### config.mk
export PLATFORM = sky130hd
export DESIGN_NAME = pc_unit
export DESIGN_NICKNAME = d
export VERILOG_FILES = /design/src/rtl/pc_unit.sv
export SDC_FILE = /design/constraint.sdc
export NUM_CORES = 1
export LEC_CHECK = 0
export BUFFER_PORTS_ARGS = -buffer_cell sky130_fd_sc_hd__buf_2
export CAP_MARGIN = 30
export CELL_PAD_IN_SITES_DETAIL_PLACEMENT = 1
export CELL_PAD_IN_SITES_GLOBAL_PLACEMENT = 1
export CORE_MARGIN = 2
export CORE_UTILIZATION = 34
export CTS_CLUSTER_SIZE = 8
export DETAILED_ROUTE_END_ITERATION = 12
export GPL_TIMING_DRIVEN = 0
export PLACE_DENSITY_LB_ADDON = 0.1
export SYNTH_ARGS = -nofsm -noshare
export SYNTH_HDL_FRONTEND = slang
export SYNTH_SLANG_ARGS = --single-unit
### constraint.sdc
create_clock -name clk -period 3.3 [get_ports clk]
set_input_delay 0.33 -clock clk [delete_from_list [all_inputs] [get_ports clk]]
set_output_delay 0.33 -clock clk [all_outputs]
set_load 0.005 [all_outputs]
### src/rtl/pc_unit.sv
// pc_unit: RV32I fetch-stage program counter.
//   Holds the fetch PC and the previous PC. Picks the next PC by fixed
//   priority: trap > redirect (aligned / misaligned) > replay > stall >
//   halt_req > sequential increment. A small BOOT/RUN/HALT FSM gates
//   fetch and decides which inputs are honoured.
//   Optional return-address stack is compiled in when PC_RAS_EN is defined;
//   otherwise o_ras_top reads 0 and o_ras_empty reads 1.
// Ports:
//   clk, rst                 clock, synchronous active-high reset
//   i_stall / i_replay       hold PC / reload PC from o_pc_prev
//   i_redirect_valid/_target taken branch or jump and its destination
//   i_trap_valid             exception/interrupt entry (to TRAP_VECTOR)
//   i_halt_req / i_resume    enter / leave HALT
//   i_ras_push / i_ras_pop   call / return (PC_RAS_EN only)
//   o_pc, o_pc_prev, o_pc_plus  fetch PC, previous PC, PC+INC
//   o_fetch_valid, o_halted  fetch qualifier, FSM in HALT
//   o_misalign_exc/_addr     one-cycle pulse and held offending target
//   o_ras_top, o_ras_empty   RAS top entry and empty flag
module pc_unit #(
    parameter int              XLEN         = 32,
    parameter logic [XLEN-1:0] RESET_VECTOR = 32'h0000_0000,
    parameter logic [XLEN-1:0] TRAP_VECTOR  = 32'h0000_0100,
    parameter int              INC          = 4,
    parameter int              ALIGN_BITS   = 2,
    parameter int              RAS_DEPTH    = 4
) (
    input  logic            clk,
    input  logic            rst,
    input  logic            i_stall,
    input  logic            i_replay,
    input  logic            i_redirect_valid,
    input  logic [XLEN-1:0] i_redirect_target,
    input  logic            i_trap_valid,
    input  logic            i_halt_req,
    input  logic            i_resume,
    input  logic            i_ras_push,
    input  logic            i_ras_pop,
    output logic [XLEN-1:0] o_pc,
    output logic [XLEN-1:0] o_pc_prev,
    output logic [XLEN-1:0] o_pc_plus,
    output logic            o_fetch_valid,
    output logic            o_halted,
    output logic            o_misalign_exc,
    output logic [XLEN-1:0] o_misalign_addr,
    output logic [XLEN-1:0] o_ras_top,
    output logic            o_ras_empty
);

    typedef enum logic [1:0] {ST_BOOT, ST_RUN, ST_HALT} state_t;

    // Mask of target bits that must be zero; all-zero when ALIGN_BITS=0,
    // which turns the check off.
    localparam logic [XLEN-1:0] ALIGN_MASK = XLEN'((64'd1 << ALIGN_BITS) - 64'd1);

    state_t          r_state, w_state_nxt;
    logic [XLEN-1:0] r_pc, r_pc_prev, r_misalign_addr;
    logic            r_misalign_exc;
    logic [XLEN-1:0] w_pc_plus;
    logic            w_active, w_run, w_tgt_mis;
    logic            w_trap, w_redir_ok, w_redir_bad, w_replay, w_hold, w_halt, w_inc;

    assign w_pc_plus = r_pc + XLEN'(INC);
    assign w_active  = (r_state != ST_BOOT);
    assign w_run     = (r_state == ST_RUN);
    assign w_tgt_mis = |(i_redirect_target & ALIGN_MASK);

    // Priority decode. Trap and redirect act in RUN and HALT; the rest only in RUN.
    assign w_trap      = w_active & i_trap_valid;
    assign w_redir_ok  = w_active & ~i_trap_valid & i_redirect_valid & ~w_tgt_mis;
    assign w_redir_bad = w_active & ~i_trap_valid & i_redirect_valid &  w_tgt_mis;
    assign w_replay    = w_run & ~i_trap_valid & ~i_redirect_valid & i_replay;
    assign w_hold      = w_run & ~i_trap_valid & ~i_redirect_valid & ~i_replay & i_stall;
    assign w_halt      = w_run & ~i_trap_valid & ~i_redirect_valid & ~i_replay & ~i_stall & i_halt_req;
    assign w_inc       = w_run & ~i_trap_valid & ~i_redirect_valid & ~i_replay & ~i_stall & ~i_halt_req;

    // ---- FSM: state register ----
    always_ff @(posedge clk) begin
        if (rst) r_state <= ST_BOOT;
        else     r_state <= w_state_nxt;
    end

    // ---- FSM: next state ----
    always_comb begin
        w_state_nxt = r_state;
        case (r_state)
            ST_BOOT: w_state_nxt = ST_RUN;
            ST_RUN:  if (w_halt) w_state_nxt = ST_HALT;
            ST_HALT: if (i_trap_valid || i_redirect_valid || i_resume) w_state_nxt = ST_RUN;
            default: w_state_nxt = ST_BOOT;
        endcase
    end

    // ---- FSM: outputs ----
    always_comb begin
        o_fetch_valid = 1'b0;
        o_halted      = 1'b0;
        case (r_state)
            ST_RUN:  o_fetch_valid = ~i_stall;
            ST_HALT: o_halted      = 1'b1;
            default: ;
        endcase
    end

    // ---- PC datapath ----
    always_ff @(posedge clk) begin
        if (rst) begin
            r_pc            <= RESET_VECTOR;
            r_pc_prev       <= RESET_VECTOR;
            r_misalign_exc  <= 1'b0;
            r_misalign_addr <= '0;
        end else begin
            r_misalign_exc <= w_redir_bad;
            if (w_trap || w_redir_bad) begin
                r_pc      <= TRAP_VECTOR;
                r_pc_prev <= r_pc;
            end else if (w_redir_ok) begin
                r_pc      <= i_redirect_target;
                r_pc_prev <= r_pc;
            end else if (w_replay) begin
                r_pc      <= r_pc_prev;   // pc_prev intentionally kept
            end else if (w_inc) begin
                r_pc      <= w_pc_plus;
                r_pc_prev <= r_pc;
            end
            if (w_redir_bad) r_misalign_addr <= i_redirect_target;
        end
    end

    assign o_pc            = r_pc;
    assign o_pc_prev       = r_pc_prev;
    assign o_pc_plus       = w_pc_plus;
    assign o_misalign_exc  = r_misalign_exc;
    assign o_misalign_addr = r_misalign_addr;

`ifdef PC_RAS_EN
    // Circular stack: r_top indexes the newest entry, r_cnt saturates at
    // RAS_DEPTH so a push when full silently drops the oldest entry.
    localparam int               PTR_W    = (RAS_DEPTH > 1) ? $clog2(RAS_DEPTH) : 1;
    localparam int               CNT_W    = $clog2(RAS_DEPTH + 1);
    localparam logic [PTR_W-1:0] PTR_LAST = PTR_W'(RAS_DEPTH - 1);

    logic [RAS_DEPTH-1:0][XLEN-1:0] r_ras;
    logic [PTR_W-1:0]               r_top;
    logic [CNT_W-1:0]               r_cnt;
    logic                           w_push, w_pop;
    logic [PTR_W-1:0]               w_top_inc, w_top_dec;

    assign w_push    = w_run & i_ras_push;
    assign w_pop     = w_run & i_ras_pop;
    assign w_top_inc = (r_top == PTR_LAST) ? '0 : r_top + 1'b1;
    assign w_top_dec = (r_top == '0) ? PTR_LAST : r_top - 1'b1;

    always_ff @(posedge clk) begin
        if (rst || w_trap) begin
            r_ras <= '0;
            r_top <= '0;
            r_cnt <= '0;
        end else if (w_push && w_pop) begin
            r_ras[r_top] <= w_pc_plus;
        end else if (w_push) begin
            r_ras[w_top_inc] <= w_pc_plus;
            r_top            <= w_top_inc;
            if (r_cnt != CNT_W'(RAS_DEPTH)) r_cnt <= r_cnt + 1'b1;
        end else if (w_pop && (r_cnt != '0)) begin
            r_top <= w_top_dec;
            r_cnt <= r_cnt - 1'b1;
        end
    end

    assign o_ras_empty = (r_cnt == '0);
    assign o_ras_top   = o_ras_empty ? '0 : r_ras[r_top];
`else
    logic w_unused;
    assign w_unused    = &{1'b0, i_ras_push, i_ras_pop, (RAS_DEPTH > 0)};
    assign o_ras_top   = '0;
    assign o_ras_empty = 1'b1;
`endif

endmodule

==> results of run 1 <==
[through the flow]
step,setup TNS (ns),power [mW],cell area [µm²],utilization (%),cells
after floorplan,0,1.44,5300,-,711
after global placement,0,1.58,6380,42.4,1067
after detailed placement,0,1.59,6380,42.5,1068
after CTS,0,2.68,6690,44.5,1084
after global routing,-0.0179,2.76,6730,44.7,1084
final,0,2.66,6730,44.7,1084
[layout by cell type (no fill, tap or decap), drive strengths merged, types with 3 or more instances in the layout]
cell type  instances
a22oi             11
buf              208
clkbuf            56
inv                7
nor4              11
a211oi             3
a22o               3
o21ai             18
nand3             18
nand2b             9
and3              10
conb              33
or3                4
nand2            159
o211ai             7
nor2              35
xor2              19
clkinv             3
dfxtp             99
a31oi              3
o22ai              9
a21oi             93
xnor2             12
nor3              13
o221ai             8
nand4              8
[cells by family (layout without fill, tap and decap cells)]
kind of cell,after synthesis,count (layout),share of synthesized area [%]
compound gates,175,175,20.5
xor+xnor,31,31,5.24
fa+ha+maj,1,1,0.241
buf+inv,93,278,11.2
flops,99,99,38.2
other cells,2,33,0.145
simple gates,279,279,24.5
[flip-flops by register name, indices dropped and copies added (netlist names), named ones only]
register	cells
o_misalign_addr	32
o_misalign_exc	1
o_pc	30
r_state	2
o_pc_prev	32
[tightest hold or removal path: cells and delay by family]
family,cells,cell delay (ns)
AOI/OAI and AO/OA,1,0.05
and+or+nand+nor,1,0.05
buffers and inverters,1,0.11
[routing by layer]
layer,vias to the layer above,wire (µm),global-route usage (%)
met1,2753,9240,33.5
li1,2705,-,-
met5,-,0,0
met4,0,568,10.1
met2,187,10200,42.8
met3,32,1100,3.94
[power groups by stage]
stage	sequential [mW]	combinational, mW	clock [mW]
global placement	1.27	0.311	0
finish	1.24	0.322	1.10
global route	1.25	0.352	1.16
floorplan	1.27	0.174	0
detailed placement	1.27	0.318	0
CTS	1.24	0.320	1.12
[repair_timing]
item	4_1_cts	5_1_grt
setup endpoints to repair	3	5
hold buffers	0	0
resized for setup	2	5
[cell type report]
class                           count  area [µm²]  area share, %
Tap cell                          188         235           3.50
Multi-Input combinational cell    519        2790           41.4
Sequential cell                    99        1980           29.5
Clock inverter                      5        52.6          0.781
Inverter                            7        26.3          0.391
Clock buffer                       11         243           3.61
Buffer                             86         553           8.22
Timing Repair Buffer              169         848           12.6
[worst min path at each step]
| stage | cells after the start | start | endpoint |
|---|---|---|---|
| final | 3 | i_redirect_target[28] | o_misalign_addr[28] |
| after global routing | 3 | i_redirect_target[28] | o_misalign_addr[28] |
| after CTS | 3 | i_redirect_target[28] | o_misalign_addr[28] |
| after detailed placement | 2 | o_misalign_addr[26] | o_misalign_addr[26] |
| after global placement | 2 | o_misalign_addr[29] | o_misalign_addr[29] |
| after floorplan | 2 | o_misalign_addr[0] | o_misalign_addr[0] |
==> results.toml, run 1 <==
[clock_network]
tritoncts = "built"
clk_pin_slew_ns = 0.07
clock-sinks = 99
clk_latency_ns = 0.36
post_cts_buffers = 0
cts_buffer_depth = 2
numCtsBuffers = 9
cts.htree.levels = 3
clock_tree.root_cell = "clkbuf_16"

[grt]
grt_pass1_vias = 5656
grt_overflow_total = 0
grt_max_degree = 16
antenna_found_initial = 0
track_usage_pct = 25.7
grt_pass1_wl_mm = 31.9

[timing]
min_period_ns = 3.15
slew_headroom_pct = 31.4
rsz0062_at_grt = "true"
clock.fmax_mhz = 317
worstMarginPinSlew_ns = 1.03
fin_crit_sh_pct = 95.6
drv_slew = 0
hold_viol = 0
hold_slack_ns = 0.222
fin_skew_ns = 0.00958
setup_viol = 0
worst_slack_ns = 0.146

[synthesis]
netlist_top_cells_count = "nand2_1, dfxtp_1, a21oi_1"
synth_area_leaders = "dfxtp_1, nand2_1, a21oi_1"
yosysMostFrequentCell = "nand2_1"
async_reset_ff_share_pct = 0
synthCells = 680
netlist_area_um2 = 5180
yosysSeqAreaShare_pct = 38.2
ys_types = 57
yosysWarnings = 0
avgSynthCellArea_um2 = 7.62
synth_edf_count = 0
synthFlopType = "dfxtp_1"
synth_top_area_cell = "dfxtp_1"
synth_top_area_share_pct = 38.2
ys_ff_latch = 99

[setup_path]
path_cells = "nand4_1, nor4_2, nor3b_1, xor2_1, buf_2"
endpoint = "o_pc_plus[19]"
rr_worst_depth = 6
crit_cells = 5
rrSetupSlack_ns = 0.39
timing.critical_path.required_ns = 2.97
crit_arrival_ns = 2.82
startpoint = "o_pc[2]"
r2r_end = "o_pc[18]"
r2r-start = "r_state[1]"
cp_slowest_cell = "nor4_2"
critical_path_buf_inv_count = 1
end_kind = "output port"
criticalPathCategory = "reg2out"
critPathMaxFanout = 8
crit_family = "simple AND/OR/NAND/NOR gates"
max_stage_delay_ns = 0.78
start_kind = "flip-flop"

[routing]
dr_total_vias = 5677
drc_errors = 0
via_per_inst = 5.24
dr.pass1.iters = 5
avgRoutedWirePerCell_um = 19.5
finalWirelength_mm = 21.1
drt_iter0_drc = 346
ant_nets = 0

[floorplanning]
fp.dieH_um = 127
die_x_um = 127
start_util_pct = 34.5
io_pins = 206
dieArea_um2 = 16300
core_um2 = 15000
rows = 45

[min_path]
min_path_type = "in2reg"

[run]
maxCapViolations = 0

[outcome]
status = "completed"

[pwr]
swShare_pct = 27.0
power_switching_mw = 0.720
p_int_mw = 1.94
leakage_nw = 2.98
p_clk_share_pct = 41.2
vdd_ir_drop_max_mv = 0.233
power_density_nw_per_um2 = 396
seqPwrFrac_pct = 46.7
pwr-share-comb_pct = 12.1

[cells_and_area]
drive_gt1_share_pct = 27.2
nFillCells = 1941
nets = 934
n_antenna_cell = 0
syn2layout_area_growth_pct = 29.7

[place]
place_congestion = 0.872
post-place-ws_ns = 0.202
dpl.hpwl_mm = 15.7
numPortBuffers = 168
Note: power is estimated with default switching activity, not from simulation.
==> inputs of run 2 (changes only) <==
CTS_CLUSTER_DIAMETER = 100   (was unset)
SETUP_SLACK_MARGIN = 0.5   (was unset)
==> results.toml, run 2 (synthesized netlist as in run 1, its figures left out) <==
[setup_path]
timing.critical_path.required_ns = 2.97
criticalPathCategory = "reg2out"
critPathMaxFanout = 7
start_kind = "flip-flop"
end_kind = "output port"
crit_arrival_ns = 2.46

[routing]
ant_nets = 0
dr_total_vias = 5705
dr.pass1.iters = 5
drc_errors = 0
drt_iter0_drc = 269
avgRoutedWirePerCell_um = 19.5
via_per_inst = 5.23
finalWirelength_mm = 21.2

[cells_and_area]
syn2layout_area_growth_pct = 32.4
layout_commonest_cell = "buf_2"
drive_gt1_share_pct = 29.4
n_antenna_cell = 0
mostFrequentLayoutCells = "buf_2, nand2_1, a21oi_1, dfxtp_1, buf_4"
nets = 940

[timing]
worst_slack_ns = 0.509
hold_slack_ns = 0.226
setup_tns_ns = 0
hold_viol = 0
fin_skew_ns = 0.00835
drv_slew = 0
fin_crit_sh_pct = 84.6
min_period_ns = 2.79
slew_headroom_pct = 45.7
worstMarginPinSlew_ns = 0.815
rsz0062_at_grt = "true"
clock.fmax_mhz = 358
setup_viol = 0

[floorplanning]
core_um2 = 15000
start_util_pct = 34.5
die_x_um = 127
fp.dieH_um = 127
rows = 45
dieArea_um2 = 16300
io_pins = 206

[grt]
grt_overflow_total = 0
track_usage_pct = 25.9
grt_pass1_wl_mm = 32.1
grt_pass1_vias = 5691
antenna_found_initial = 0
grt_max_degree = 16

[pwr]
power_density_nw_per_um2 = 389
finalPower_mw = 2.67
leakage_nw = 3.06
vdd_ir_drop_max_mv = 0.233

[place]
place_congestion = 0.872
dpl.hpwl_mm = 15.7
numPortBuffers = 168
post-place-ws_ns = 0.202

[clock_network]
clock-sinks = 99
clk_pin_slew_ns = 0.07
cts.htree.levels = 3
tritoncts = "built"
cts_buffer_depth = 2
clk_latency_ns = 0.36
numCtsBuffers = 9
clock_tree.root_cell = "clkbuf_16"
ctsHoldBuffers = 0

[outcome]
status = "completed"

[min_path]
min_path_type = "in2reg"

[run]
maxCapViolations = 0
## run 2: metal layers
metal  part of all wire (%)  vias up  track usage [%]
li1                       -     2721                -
met1                     44     2775             33.7
met2                     48      177             43.1
met3                    5.0       32             4.15
met4                    2.8        0             10.2
met5                      0        -                0
## run 2: worst max-delay path: stages (launching register included)
cell and delay, ns:
dfxtp_4 0.39, ha_4 0.17, nand3_4 0.14, or4_4 0.59, or4_4 0.53, xnor2_2 0.15
buf_2 0.14
## run 2: path summary, 6_finish.rpt
kind                         startpoint  slack (ns)  cells past startpoint             endpoint
setup reg to reg             r_state[1]        0.71                      7              o_pc[6]
setup / recovery                o_pc[3]        0.51                      6        o_pc_plus[28]
hold / removal    i_redirect_target[28]        0.23                      3  o_misalign_addr[28]
hold reg to reg     o_misalign_addr[26]        0.45                      2  o_misalign_addr[26]
## run 2: through the flow
stage / util (%) / cells / cell area, µm²
finish: 45.7 / 1090 / 6870
global route: 45.7 / 1090 / 6870
CTS: 45.3 / 1088 / 6810
detailed placement: 42.5 / 1068 / 6380
global placement: 42.4 / 1067 / 6380
floorplan: - / 711 / 5300
## run 2: power by group
| group | internal (mW) | switching [mW] | total, mW |
|---|---|---|---|
| Clock | 0.606 | 0.493 | 1.10 |
| Sequential | 1.22 | 0.0256 | 1.24 |
| Combinational | 0.122 | 0.203 | 0.325 |
## run 2: area by class of cell
class                           instances  area [µm²]
Buffer                                 86         554
Clock buffer                           11         243
Clock inverter                          5        52.6
Fill cell                            1930        8170
Inverter                                7        26.3
Multi-Input combinational cell        519        2870
Sequential cell                        99        1990
Tap cell                              188         235
Timing Repair Buffer                  175         893
## run 2: repair_timing
item	CTS	global route
resized for setup	24	9
endpoints found under the setup margin	24	52
pin swaps	2	2
endpoints found under the hold margin	0	0
buffers inserted	4	2
